===== src/rtl/rv_alu_pipe.sv =====
// Elastic RV32I/RV64I integer execute pipeline: ALU + NZCV flags, STAGES register stages, valid/ready.
// Optional feature macro: RV_ALU_FLAGS_EN builds the flag logic and flag registers; otherwise out_flags is 0.
module rv_alu_pipe #(
    parameter int XLEN   = 32,
    parameter int STAGES = 2
) (
    input  logic            clk,
    input  logic            rst,
    input  logic            flush,
    input  logic            in_valid,
    output logic            in_ready,
    input  logic [2:0]      in_funct3,
    input  logic            in_alt,
    input  logic            in_is_imm,
    input  logic [XLEN-1:0] in_rs1,
    input  logic [XLEN-1:0] in_rs2,
    input  logic [11:0]     in_imm,
    input  logic [4:0]      in_rd,
    output logic            out_valid,
    input  logic            out_ready,
    output logic [XLEN-1:0] out_result,
    output logic [4:0]      out_rd,
    output logic            out_we,
    output logic            out_illegal,
    output logic [3:0]      out_flags
);
    localparam int SHW = $clog2(XLEN);
`ifdef RV_ALU_FLAGS_EN
    localparam int SW = XLEN + 1;
    localparam int PW = XLEN + 11;
`else
    localparam int SW = XLEN;
    localparam int PW = XLEN + 7;
`endif

    logic [XLEN-1:0]        op2;
    logic signed [XLEN-1:0] op1_s;
    logic signed [XLEN-1:0] op2_s;
    logic [SHW-1:0]         shamt;
    logic                   is_sub;
    logic                   illegal;
    logic                   alu_we;
    logic [SW-1:0]          sum;
    logic [XLEN-1:0]        alu_res;
    logic [PW-1:0]          alu_pay;

    assign op2     = in_is_imm ? {{(XLEN-12){in_imm[11]}}, in_imm} : in_rs2;
    assign op1_s   = in_rs1;
    assign op2_s   = op2;
    assign shamt   = op2[SHW-1:0];
    assign is_sub  = (in_funct3 == 3'b000) && in_alt && !in_is_imm;
    assign illegal = in_alt && (in_is_imm ? (in_funct3 == 3'b001)
                                          : !((in_funct3 == 3'b000) || (in_funct3 == 3'b101)));
    assign alu_we  = !illegal && (in_rd != 5'd0);
    // SUB reuses the adder as rs1 + ~op2 + 1; the top bit (flags build) is the carry-out.
    assign sum     = SW'(in_rs1) + SW'(is_sub ? ~op2 : op2) + SW'(is_sub);

    always_comb begin
        alu_res = '0;
        case (in_funct3)
            3'b000: alu_res = sum[XLEN-1:0];
            3'b001: alu_res = in_rs1 << shamt;
            3'b010: alu_res = {{(XLEN-1){1'b0}}, (op1_s < op2_s)};
            3'b011: alu_res = {{(XLEN-1){1'b0}}, (in_rs1 < op2)};
            3'b100: alu_res = in_rs1 ^ op2;
            3'b101: begin
                if (in_alt) alu_res = $unsigned(op1_s >>> shamt);
                else        alu_res = in_rs1 >> shamt;
            end
            3'b110: alu_res = in_rs1 | op2;
            3'b111: alu_res = in_rs1 & op2;
            default: alu_res = '0;
        endcase
        if (illegal) alu_res = '0;
    end

`ifdef RV_ALU_FLAGS_EN
    logic [3:0] alu_flg;

    always_comb begin
        alu_flg = '0;
        if (!illegal) begin
            alu_flg[3] = alu_res[XLEN-1];
            alu_flg[2] = (alu_res == '0);
            if (in_funct3 == 3'b000) begin
                if (is_sub) begin
                    alu_flg[1] = !sum[XLEN];
                    alu_flg[0] = (in_rs1[XLEN-1] != op2[XLEN-1]) && (alu_res[XLEN-1] != in_rs1[XLEN-1]);
                end else begin
                    alu_flg[1] = sum[XLEN];
                    alu_flg[0] = (in_rs1[XLEN-1] == op2[XLEN-1]) && (alu_res[XLEN-1] != in_rs1[XLEN-1]);
                end
            end
        end
    end

    assign alu_pay = {alu_flg, alu_res, in_rd, alu_we, illegal};
`else
    assign alu_pay = {alu_res, in_rd, alu_we, illegal};
`endif

    // Stage k may load when empty or when its occupant leaves this cycle.
    logic [STAGES-1:0] vld_q;
    logic [STAGES-1:0] vld_d;
    logic [STAGES-1:0] vld_in;
    logic [STAGES-1:0] rdy;
    logic [PW-1:0]     pay_q   [STAGES];
    logic [PW-1:0]     pay_src [STAGES];

    always_comb begin : ready_chain
        logic acc;
        acc = out_ready;
        rdy = '0;
        for (int k = STAGES - 1; k >= 0; k--) begin
            acc    = !vld_q[k] || acc;
            rdy[k] = acc;
        end
    end

    if (STAGES == 1) begin : g_src_one
        assign vld_in     = in_valid;
        assign pay_src[0] = alu_pay;
    end else begin : g_src_many
        assign vld_in     = {vld_q[STAGES-2:0], in_valid};
        assign pay_src[0] = alu_pay;
        for (genvar k = 1; k < STAGES; k++) begin : g_link
            assign pay_src[k] = pay_q[k-1];
        end
    end

    always_comb begin
        vld_d = vld_q;
        for (int k = 0; k < STAGES; k++) begin
            if (rdy[k]) vld_d[k] = vld_in[k];
        end
        if (flush) vld_d = '0;
    end

    always_ff @(posedge clk) begin
        if (rst) vld_q <= '0;
        else     vld_q <= vld_d;
    end

    // Payload carries no reset; outputs are gated by the last valid bit instead.
    always_ff @(posedge clk) begin
        for (int k = 0; k < STAGES; k++) begin
            if (rdy[k]) pay_q[k] <= pay_src[k];
        end
    end

    logic [PW-1:0] last_pay;
    assign last_pay    = pay_q[STAGES-1];
    assign in_ready    = rdy[0];
    assign out_valid   = vld_q[STAGES-1];
    assign out_result  = out_valid ? last_pay[XLEN+6:7] : '0;
    assign out_rd      = out_valid ? last_pay[6:2] : 5'd0;
    assign out_we      = out_valid && last_pay[1];
    assign out_illegal = out_valid && last_pay[0];
`ifdef RV_ALU_FLAGS_EN
    assign out_flags   = out_valid ? last_pay[PW-1:PW-4] : 4'b0;
`else
    assign out_flags   = 4'b0;
`endif

endmodule

===== config.mk =====
export PLATFORM = sky130hd
export DESIGN_NAME = rv_alu_pipe
export DESIGN_NICKNAME = d
export VERILOG_FILES = /design/src/rtl/rv_alu_pipe.sv
export SDC_FILE = /design/constraint.sdc
export NUM_CORES = 1
export LEC_CHECK = 0
export BUFFER_PORTS_ARGS = -buffer_cell sky130_fd_sc_hd__buf_2
export CELL_PAD_IN_SITES_DETAIL_PLACEMENT = 0
export CELL_PAD_IN_SITES_GLOBAL_PLACEMENT = 1
export CORE_ASPECT_RATIO = 1.1
export CORE_UTILIZATION = 30
export CTS_CLUSTER_DIAMETER = 200
export DETAILED_ROUTE_END_ITERATION = 8
export MAX_ROUTING_LAYER = met4
export PLACE_DENSITY = 0.65
export SLEW_MARGIN = 40
export SYNTH_ARGS = -nofsm -noshare
export SYNTH_HDL_FRONTEND = slang
export SYNTH_SLANG_ARGS = --single-unit

===== constraint.sdc =====
create_clock -name clk -period 10.21 [get_ports clk]
set_input_delay 0.5105 -clock clk [delete_from_list [all_inputs] [get_ports clk]]
set_output_delay 0.5105 -clock clk [all_outputs]
set_load 0.01 [all_outputs]

# Word-level counts from Yosys, hierarchy flattened
# Memory sizes are Yosys's and may differ from the RTL's.
# Cells that the tools add are included.
# word_totals
memories	1
input_bits	91
output_inout_bits	45
register_bits	2
ram_bits	78
# memory_table
name	depth	width	rd	rd_clocked_by_memory_dff	write_ports	line	text
pay_q	2	39	2	0	2	107	logic [PW-1:0] pay_q [STAGES];
# op_classes
muxes	12
bitwise_logic	4
reduce_logical	17
n_addsub	2
shift	3
magnitude_cmp	2
eq_ne	7
# ops
cell	n
32-bit case mux with 8 select lines	1
32-bit 2-to-1 mux	5
32-bit less-than comparator	2
32-bit by 1-bit adder with 32-bit output	1
32-bit adder	1
32-bit AND	1
32-bit NOT	1
32-bit OR	1
32-bit by 5-bit left shift with 32-bit output	1
32-bit by 5-bit >> shifter with 32-bit output	1
32-bit by 5-bit >>> shifter with 32-bit output	1
32-bit XOR	1
3-bit == test (second input constant)	4
3-bit by 2-bit == test with 1-bit output (second input constant)	2
1-bit logical AND	6
1-bit zero test	5
1-bit 2-to-1 mux	5
5-bit 2-to-1 mux	1
5-bit nonzero test	1
3-bit by 1-bit == test with 1-bit output (second input constant)	1
3-bit zero test	1
1-bit logical OR	3
2-bit OR reduction	1

# Depth between registers and ports, before layout
# Gate-level depths: netlist (run 1).
# logic_depth
depth_word	8
ltp_mapped	16
mapped_depth_nobuf	12

# Least setup slack after synthesis (run 1)
# Ideal clock, no wire load.
# synth_path
kind	input-to-reg
startpoint	in in_funct3[2]
endpoint	mem pay_q[0][37] (netlist bit), data pin
arrival_time_ps	4174
required_time_ps	9949
stages	15
path_slack_ps	5776
path_cell_list	clkbuf_1 -> or3_1 -> clkbuf_1 -> nor3_1 -> clkbuf_1 -> xnor2_1 -> fa_1 -> a21o_1 -> a221oi_1 -> o2111ai_1 -> nand3_1 -> nand2_1 -> a211oi_1 -> nor4b_1 -> a221o_1
# synth_lines
item	line	text
start, declared	12	input logic [2:0] in_funct3,
end, declared	107	

==> out/qor.csv, run 1 <==
stage,metric,value,unit
setup_path,maximum fanout encountered on the critical timing path,42,
clock_network,library cell used as clock root buffer,sky130_fd_sc_hd__clkbuf_16,
cells_and_area,highest-count cells in the layout ignoring fill and taps,"sky130_fd_sc_hd__buf_2, sky130_fd_sc_hd__ha_1, sky130_fd_sc_hd__nor2_1, sky130_fd_sc_hd__a21oi_1, sky130_fd_sc_hd__inv_1",
clock_network,number of buffers added to fix hold violations after cts,0,
setup_path,capturing element type of the critical path,register,
setup_path,reg-to-reg critical path endpoint,pay_q[0][33],
clock_network,insertion delay to the later sink of the worst-skew pair,350,ps
synth,share of flip-flops with an asynchronous set or reset,0,%
synth,average footprint of a synthesized cell,8.63,sq um
synth,number of enable flip-flop cells after synthesis,78,
sta,worst setup skew after layout,11.0,ps
cells_and_area,number of nets at the end of the flow,1621,
worst_hold_path,hold path depth,2,
sta,number of pins exceeding their max-slew limit in the final report,0,
synth,post-synthesis instance total,1323,
placement,gp weighted congestion,1.02,
setup_path,Setup crit start,in_funct3[1],
clock_network,total clock buffers created by CTS,9,
sta,final setup TNS,0,ps
pwr,Power Density,110,nW/um^2
detailed_routing,per-cell via count in the routed design,5.86,
setup_path,start of the worst register-to-register path,vld_q[1],
detailed_routing,DRT antenna net count,0,
detailed_routing,first-iteration detailed-routing DRC count,1054,
clock_network,number of clock sinks,80,
sta,post-layout min period,5060,ps
detailed_routing,wire length per cell,24.8,microns
sta,setup repair after global routing missed its margin,false,
clock_network,maximum number of buffers from clock root to sink,2,
setup_path,Critical Path Source Type,input pin,
sta,final critical-path share of the clock period,49.6,%
clock_network,Resized Gates After CTS,0,
worst_hold_path,hold wc startpoint,rst,
setup_path,arrival time reported for the critical path endpoint,5120,ps
pwr,total power consumption of the routed design,1.42,mW
detailed_routing,routed via count,11143,
pwr,Peak supply drop,0.0000800,V
global_route,global route total overflow,0,
sta,highest attainable clock frequency,198,MHz
floorplanning,die span in x,188,microns
synth,Cell variety after synth,83,
cells_and_area,fraction of final layout cells sized beyond drive strength 1,17.3,%
synth,Synth Cell Area,11400,sq um
synth,number of synthesized register bits,80,
job,max-cap violations,0,
global_route,vias in the first global route,10626,
floorplanning,Boundary Pins,136,
detailed_routing,first-pass detailed-route iteration total,5,
setup_path,Critical Setup Path Class,in2reg,
global_route,gr usage total,24.7,%
placement,Detailed Place HPWL,36.2,mm
floorplanning,placeable core area,37300,sq um
placement,Inst Count DP,1885,
setup_path,required time at the worst-slack endpoint,10270,ps
sta,"Hold Vio Cnt, Final",0,
floorplanning,floorplan die area,38900,sq um
floorplanning,Starting Density,30.6,%
worst_hold_path,end of the worst hold path,vld_q[1],
global_route,largest net degree at the start of global routing,63,
cells_and_area,"most common cell after layout, fill and taps aside",sky130_fd_sc_hd__buf_2,
sta,Final setup viols,0,
sta,pin slew with the least headroom to its limit,806,ps
placement,Buffers on Ports,131,
sta,smallest hold slack,335,ps
cells_and_area,diode insertion count for antenna repair,0,
worst_hold_path,Min-Delay Path Class,in2reg,
clock_network,number of post-CTS setup repair buffers,0,
global_route,antenna violations before repair,0,
cells_and_area,area delta synth->final,12.6,%
floorplanning,die height,207,microns
clock_network,clock tree from TritonCTS,done,
clock_network,"Reg clk slew, reported paths",60,ps
sta,worst-case headroom to the max-slew limit,46.2,%
cells_and_area,final cell count without fillers,1901,
synth,number of warnings reported in the yosys synthesis log,0,
status,status,"finished, final reports clean",
setup_path,minimum setup slack among reg-to-reg paths,8330,ps
detailed_routing,final wirelength,47.1,mm
detailed_routing,remaining routing DRC violations,0,
setup_path,path depth of the worst reg2reg path,2,
clock_network,H-tree level count,3,
global_route,wire length of the first global-routing pass,69.8,mm
pwr,leak pwr,5.61,nW
synth,sequential cell area fraction in the yosys report,20.9,%
floorplanning,Row Count,74,
synth,prevailing post-synth register cell,sky130_fd_sc_hd__edfxtp_1,
-- synth_stat cells, types with 12 or more instances --
| master | instances | area [sq um] |
|---|---|---|
| sky130_fd_sc_hd__and2_1 | 44 | 275 |
| sky130_fd_sc_hd__o21bai_1 | 16 | 120 |
| sky130_fd_sc_hd__nand2_1 | 88 | 330 |
| sky130_fd_sc_hd__a21oi_1 | 103 | 515 |
| sky130_fd_sc_hd__a22o_1 | 13 | 114 |
| sky130_fd_sc_hd__clkbuf_1 | 55 | 206 |
| sky130_fd_sc_hd__o21ai_0 | 68 | 340 |
| sky130_fd_sc_hd__buf_2 | 16 | 80.1 |
| sky130_fd_sc_hd__a31oi_1 | 21 | 131 |
| sky130_fd_sc_hd__a211oi_1 | 14 | 105 |
| sky130_fd_sc_hd__inv_1 | 91 | 342 |
| sky130_fd_sc_hd__ha_1 | 127 | 1590 |
| sky130_fd_sc_hd__o211ai_1 | 32 | 240 |
| sky130_fd_sc_hd__nor3_1 | 22 | 110 |
| sky130_fd_sc_hd__a221oi_1 | 13 | 114 |
| sky130_fd_sc_hd__mux4_2 | 37 | 833 |
| sky130_fd_sc_hd__xnor2_1 | 48 | 420 |
| sky130_fd_sc_hd__o22ai_1 | 12 | 75.1 |
| sky130_fd_sc_hd__mux2i_1 | 83 | 831 |
| sky130_fd_sc_hd__nor2_1 | 121 | 454 |
| sky130_fd_sc_hd__edfxtp_1 | 78 | 2340 |
| sky130_fd_sc_hd__a21o_1 | 16 | 120 |
-- layout make-up --
class                      instances  area (sq um)
sequential                        80          2380
inverter                          95           364
multi-input combinational       1059          8330
fill                            3934         24500
timing repair buffer             157           858
clock inverter                     7          83.8
tap                              494           618
clock buffer                       9           225
-- critical path: stages --
cell and delay, ps:
sky130_fd_sc_hd__buf_2 100, sky130_fd_sc_hd__buf_4 290, sky130_fd_sc_hd__or3_1 790, sky130_fd_sc_hd__nor3_2 290
sky130_fd_sc_hd__buf_4 320, sky130_fd_sc_hd__xnor2_1 120, sky130_fd_sc_hd__ha_1 380, sky130_fd_sc_hd__a211oi_1 360
sky130_fd_sc_hd__nor3_1 100, sky130_fd_sc_hd__o311ai_0 590, sky130_fd_sc_hd__o2111ai_1 310, sky130_fd_sc_hd__a221oi_1 440
sky130_fd_sc_hd__o21ai_0 200, sky130_fd_sc_hd__xnor2_1 160, sky130_fd_sc_hd__o22ai_1 100
-- flip-flops by register name (all words and copies together) (netlist names) --
signal,cells
vld_q,2
pay_q,78
-- cell families after synthesis --
kind of cell | share of synthesized area [%]
buffers and inverters | 6.91
AOI/OAI and AO/OA | 23.4
other | 0.0328
and+or+nand+nor | 14.1
adders and majority gates | 14.1
xor gates and xnor gates | 4.52
muxes | 16.1
DFF | 20.9
-- how the worst max path moves through the flow --
stage / endpoint / slack (ps) / depth (start not counted)
after floorplan: pay_q[0][37] / 5780 / 15
after global placement: pay_q[0][37] / 4970 / 15
after global routing: pay_q[0][35] / 4930 / 15
after CTS: pay_q[0][38] / 5280 / 15
after detailed placement: pay_q[0][37] / 4900 / 15
final: pay_q[0][38] / 5150 / 15
-- power by group --
group,leakage [nW],switching (mW),internal [mW]
logic,4.55,0.418,0.241
clock network,0.149,0.142,0.194
registers,0.905,0.0130,0.409
total,5.61,0.574,0.843
-- per-layer routing --
layer	vias up	track usage (%)	wire, microns
li1	5079	-	-
met1	5374	31.0	19900
met2	561	38.5	21100
met3	129	2.84	2980
met4	0	14.6	3140
met5	-	-	0
-- stage by stage --
step                util (%)  worst slack [ps]  cell area, sq um
CTS                     34.4              5280             12900
global placement        33.5              4970             12500
finish                  34.5              5150             12900
detailed placement      33.6              4900             12500
global route            34.5              4930             12900
floorplan                  -              5780             11400
Note: power is estimated with default switching activity, not from simulation.
==> run 2: changes to the inputs <==
==> constraint.sdc (replaced) <==
create_clock -name clk -period 5.1 [get_ports clk]
set_input_delay 0.255 -clock clk [delete_from_list [all_inputs] [get_ports clk]]
set_output_delay 0.255 -clock clk [all_outputs]
set_load 0.01 [all_outputs]
==> out/qor.csv, run 2 (synthesized netlist as in run 1, its figures left out) <==
stage,metric,value,unit
setup_path,start of the worst register-to-register path,vld_q[1],
cells_and_area,register bank with the most flops,pay_q,
sta,Final setup viols,0,
clock_network,total clock buffers created by CTS,9,
sta,"Hold Vio Cnt, Final",0,
clock_network,clock tree from TritonCTS,done,
setup_path,reg-to-reg critical path endpoint,pay_q[0][31],
clock_network,number of buffers added to fix hold violations after cts,0,
sta,worst-case headroom to the max-slew limit,45.5,%
global_route,largest net degree at the start of global routing,62,
sta,worst setup skew after layout,7.03,ps
floorplanning,die height,207,microns
setup_path,CP endpoint,pay_q[0][35],
cells_and_area,number of nets at the end of the flow,1638,
detailed_routing,DRT antenna net count,0,
cells_and_area,diode insertion count for antenna repair,0,
detailed_routing,per-cell via count in the routed design,5.85,
sta,post-layout min period,4150,ps
sta,pin slew with the least headroom to its limit,798,ps
clock_network,number of post-CTS setup repair buffers,0,
cells_and_area,max reg flops,78,
global_route,gr usage total,24.6,%
floorplanning,Boundary Pins,136,
floorplanning,Starting Density,30.6,%
placement,Inst Count DP,1902,
job,max-cap violations,0,
clock_network,maximum number of buffers from clock root to sink,2,
sta,final critical-path share of the clock period,81.4,%
global_route,global route total overflow,0,
detailed_routing,remaining routing DRC violations,0,
setup_path,required time at the worst-slack endpoint,5150,ps
setup_path,arrival time reported for the critical path endpoint,4200,ps
sta,final setup TNS,0,ps
clock_network,H-tree level count,3,
pwr,leak pwr,5.68,nW
floorplanning,Row Count,74,
pwr,Power Density,217,nW/um^2
detailed_routing,wire length per cell,24.5,microns
global_route,vias in the first global route,10539,
sta,highest attainable clock frequency,241,MHz
cells_and_area,final cell count without fillers,1918,
setup_path,minimum setup slack among reg-to-reg paths,3240,ps
sta,number of pins exceeding their max-slew limit in the final report,0,
setup_path,Critical Path Source Type,input pin,
worst_hold_path,Min-Delay Path Class,in2reg,
placement,Buffers on Ports,131,
detailed_routing,final wirelength,47.0,mm
floorplanning,floorplan die area,38900,sq um
detailed_routing,routed via count,11219,
setup_path,Critical Setup Path Class,in2reg,
floorplanning,die span in x,188,microns
floorplanning,placeable core area,37300,sq um
clock_network,insertion delay to the later sink of the worst-skew pair,330,ps
placement,Detailed Place HPWL,36.9,mm
clock_network,number of clock sinks,80,
global_route,wire length of the first global-routing pass,69.8,mm
global_route,antenna violations before repair,0,
clock_network,Resized Gates After CTS,0,
detailed_routing,first-pass detailed-route iteration total,5,
cells_and_area,largest registers,"pay_q: 78 flops, vld_q: 2 flops",
setup_path,capturing element type of the critical path,register,
setup_path,maximum fanout encountered on the critical timing path,45,
cells_and_area,fraction of final layout cells sized beyond drive strength 1,18.2,%
detailed_routing,first-iteration detailed-routing DRC count,1126,
cells_and_area,area delta synth->final,13.7,%
setup_path,Setup crit start,in_is_imm,
clock_network,library cell used as clock root buffer,sky130_fd_sc_hd__clkbuf_16,
pwr,Peak supply drop,0.000156,V
setup_path,path depth of the worst reg2reg path,2,
sta,setup repair after global routing missed its margin,false,
cells_and_area,highest-count cells in the layout ignoring fill and taps,"sky130_fd_sc_hd__buf_2, sky130_fd_sc_hd__ha_1, sky130_fd_sc_hd__nor2_1, sky130_fd_sc_hd__a21oi_1, sky130_fd_sc_hd__inv_1",
cells_and_area,Filler Cell Count,3899,
cells_and_area,"most common cell after layout, fill and taps aside",sky130_fd_sc_hd__buf_2,
status,status,"finished, final reports clean",
placement,gp weighted congestion,0.992,
clock_network,"Reg clk slew, reported paths",60,ps
==> run 2: changes by cell type in the layout (fill, tap and decap cells not counted) <==
cell                         change
sky130_fd_sc_hd__buf_12          +1
sky130_fd_sc_hd__o311ai_0        +1
sky130_fd_sc_hd__clkinv_4        -1
sky130_fd_sc_hd__o21ai_0         +1
sky130_fd_sc_hd__clkinvlp_4      +2
sky130_fd_sc_hd__buf_4          +16
sky130_fd_sc_hd__inv_8           -1
sky130_fd_sc_hd__o21ai_1         -1
sky130_fd_sc_hd__o311ai_2        -1
==> run 2: area by class of cell <==
type | instances | area [sq um] | share of cell area (%)
clock buffer | 9 | 225 | 1.73
timing repair buffer | 174 | 998 | 7.69
multi-input combinational | 1059 | 8320 | 64.1
clock inverter | 7 | 78.8 | 0.607
tap | 494 | 618 | 4.76
inverter | 95 | 364 | 2.80
sequential | 80 | 2380 | 18.4
==> run 2: critical path: stages <==
cell                       delay [ps]
sky130_fd_sc_hd__buf_2            400
sky130_fd_sc_hd__buf_4            290
sky130_fd_sc_hd__mux2i_4          320
sky130_fd_sc_hd__buf_4            570
sky130_fd_sc_hd__inv_4            410
sky130_fd_sc_hd__mux4_2           580
sky130_fd_sc_hd__mux2_2           340
sky130_fd_sc_hd__nand2_1           80
sky130_fd_sc_hd__o21ai_0          120
sky130_fd_sc_hd__mux2_2           310
sky130_fd_sc_hd__a221oi_2         360
sky130_fd_sc_hd__o22ai_1          130
==> run 2: metrics by stage <==
step | hold slack, ps | util, % | setup slack, ps | area, sq um | power, mW
finish | 97.2 | 34.8 | 949 | 13000 | 2.82
global route | 95.0 | 34.8 | 716 | 13000 | 2.97
CTS | 82.9 | 34.8 | 950 | 13000 | 2.81
detailed placement | 405 | 34.0 | 591 | 12700 | 2.16
global placement | 401 | 33.9 | 606 | 12700 | 2.16
floorplan | 332 | - | 921 | 11400 | 1.71
==> run 2: worst min path at each step <==
stage | start | end | slack, ps | cells after the start
after global placement | pay_q[0][2] | pay_q[0][41] | 400 | 0
after global routing | flush | vld_q[0] | 100 | 2
after CTS | flush | vld_q[1] | 80 | 2
final | flush | vld_q[1] | 100 | 2
after floorplan | rst | vld_q[0] | 330 | 1
after detailed placement | pay_q[0][15] | pay_q[0][54] | 400 | 0
==> run 2: metal layers <==
metal	vias up	share of wire [%]	track usage (%)
met2	599	46	39.7
met4	0	5.2	11.3
li1	5124	-	-
met1	5400	42	31.0
met3	96	7.2	2.64
met5	-	0	-
==> run 2: power breakdown <==
part           internal (mW)  switching (mW)
Sequential             0.818          0.0238
Combinational          0.494           0.843
Clock                  0.384           0.258
Total                   1.70            1.12
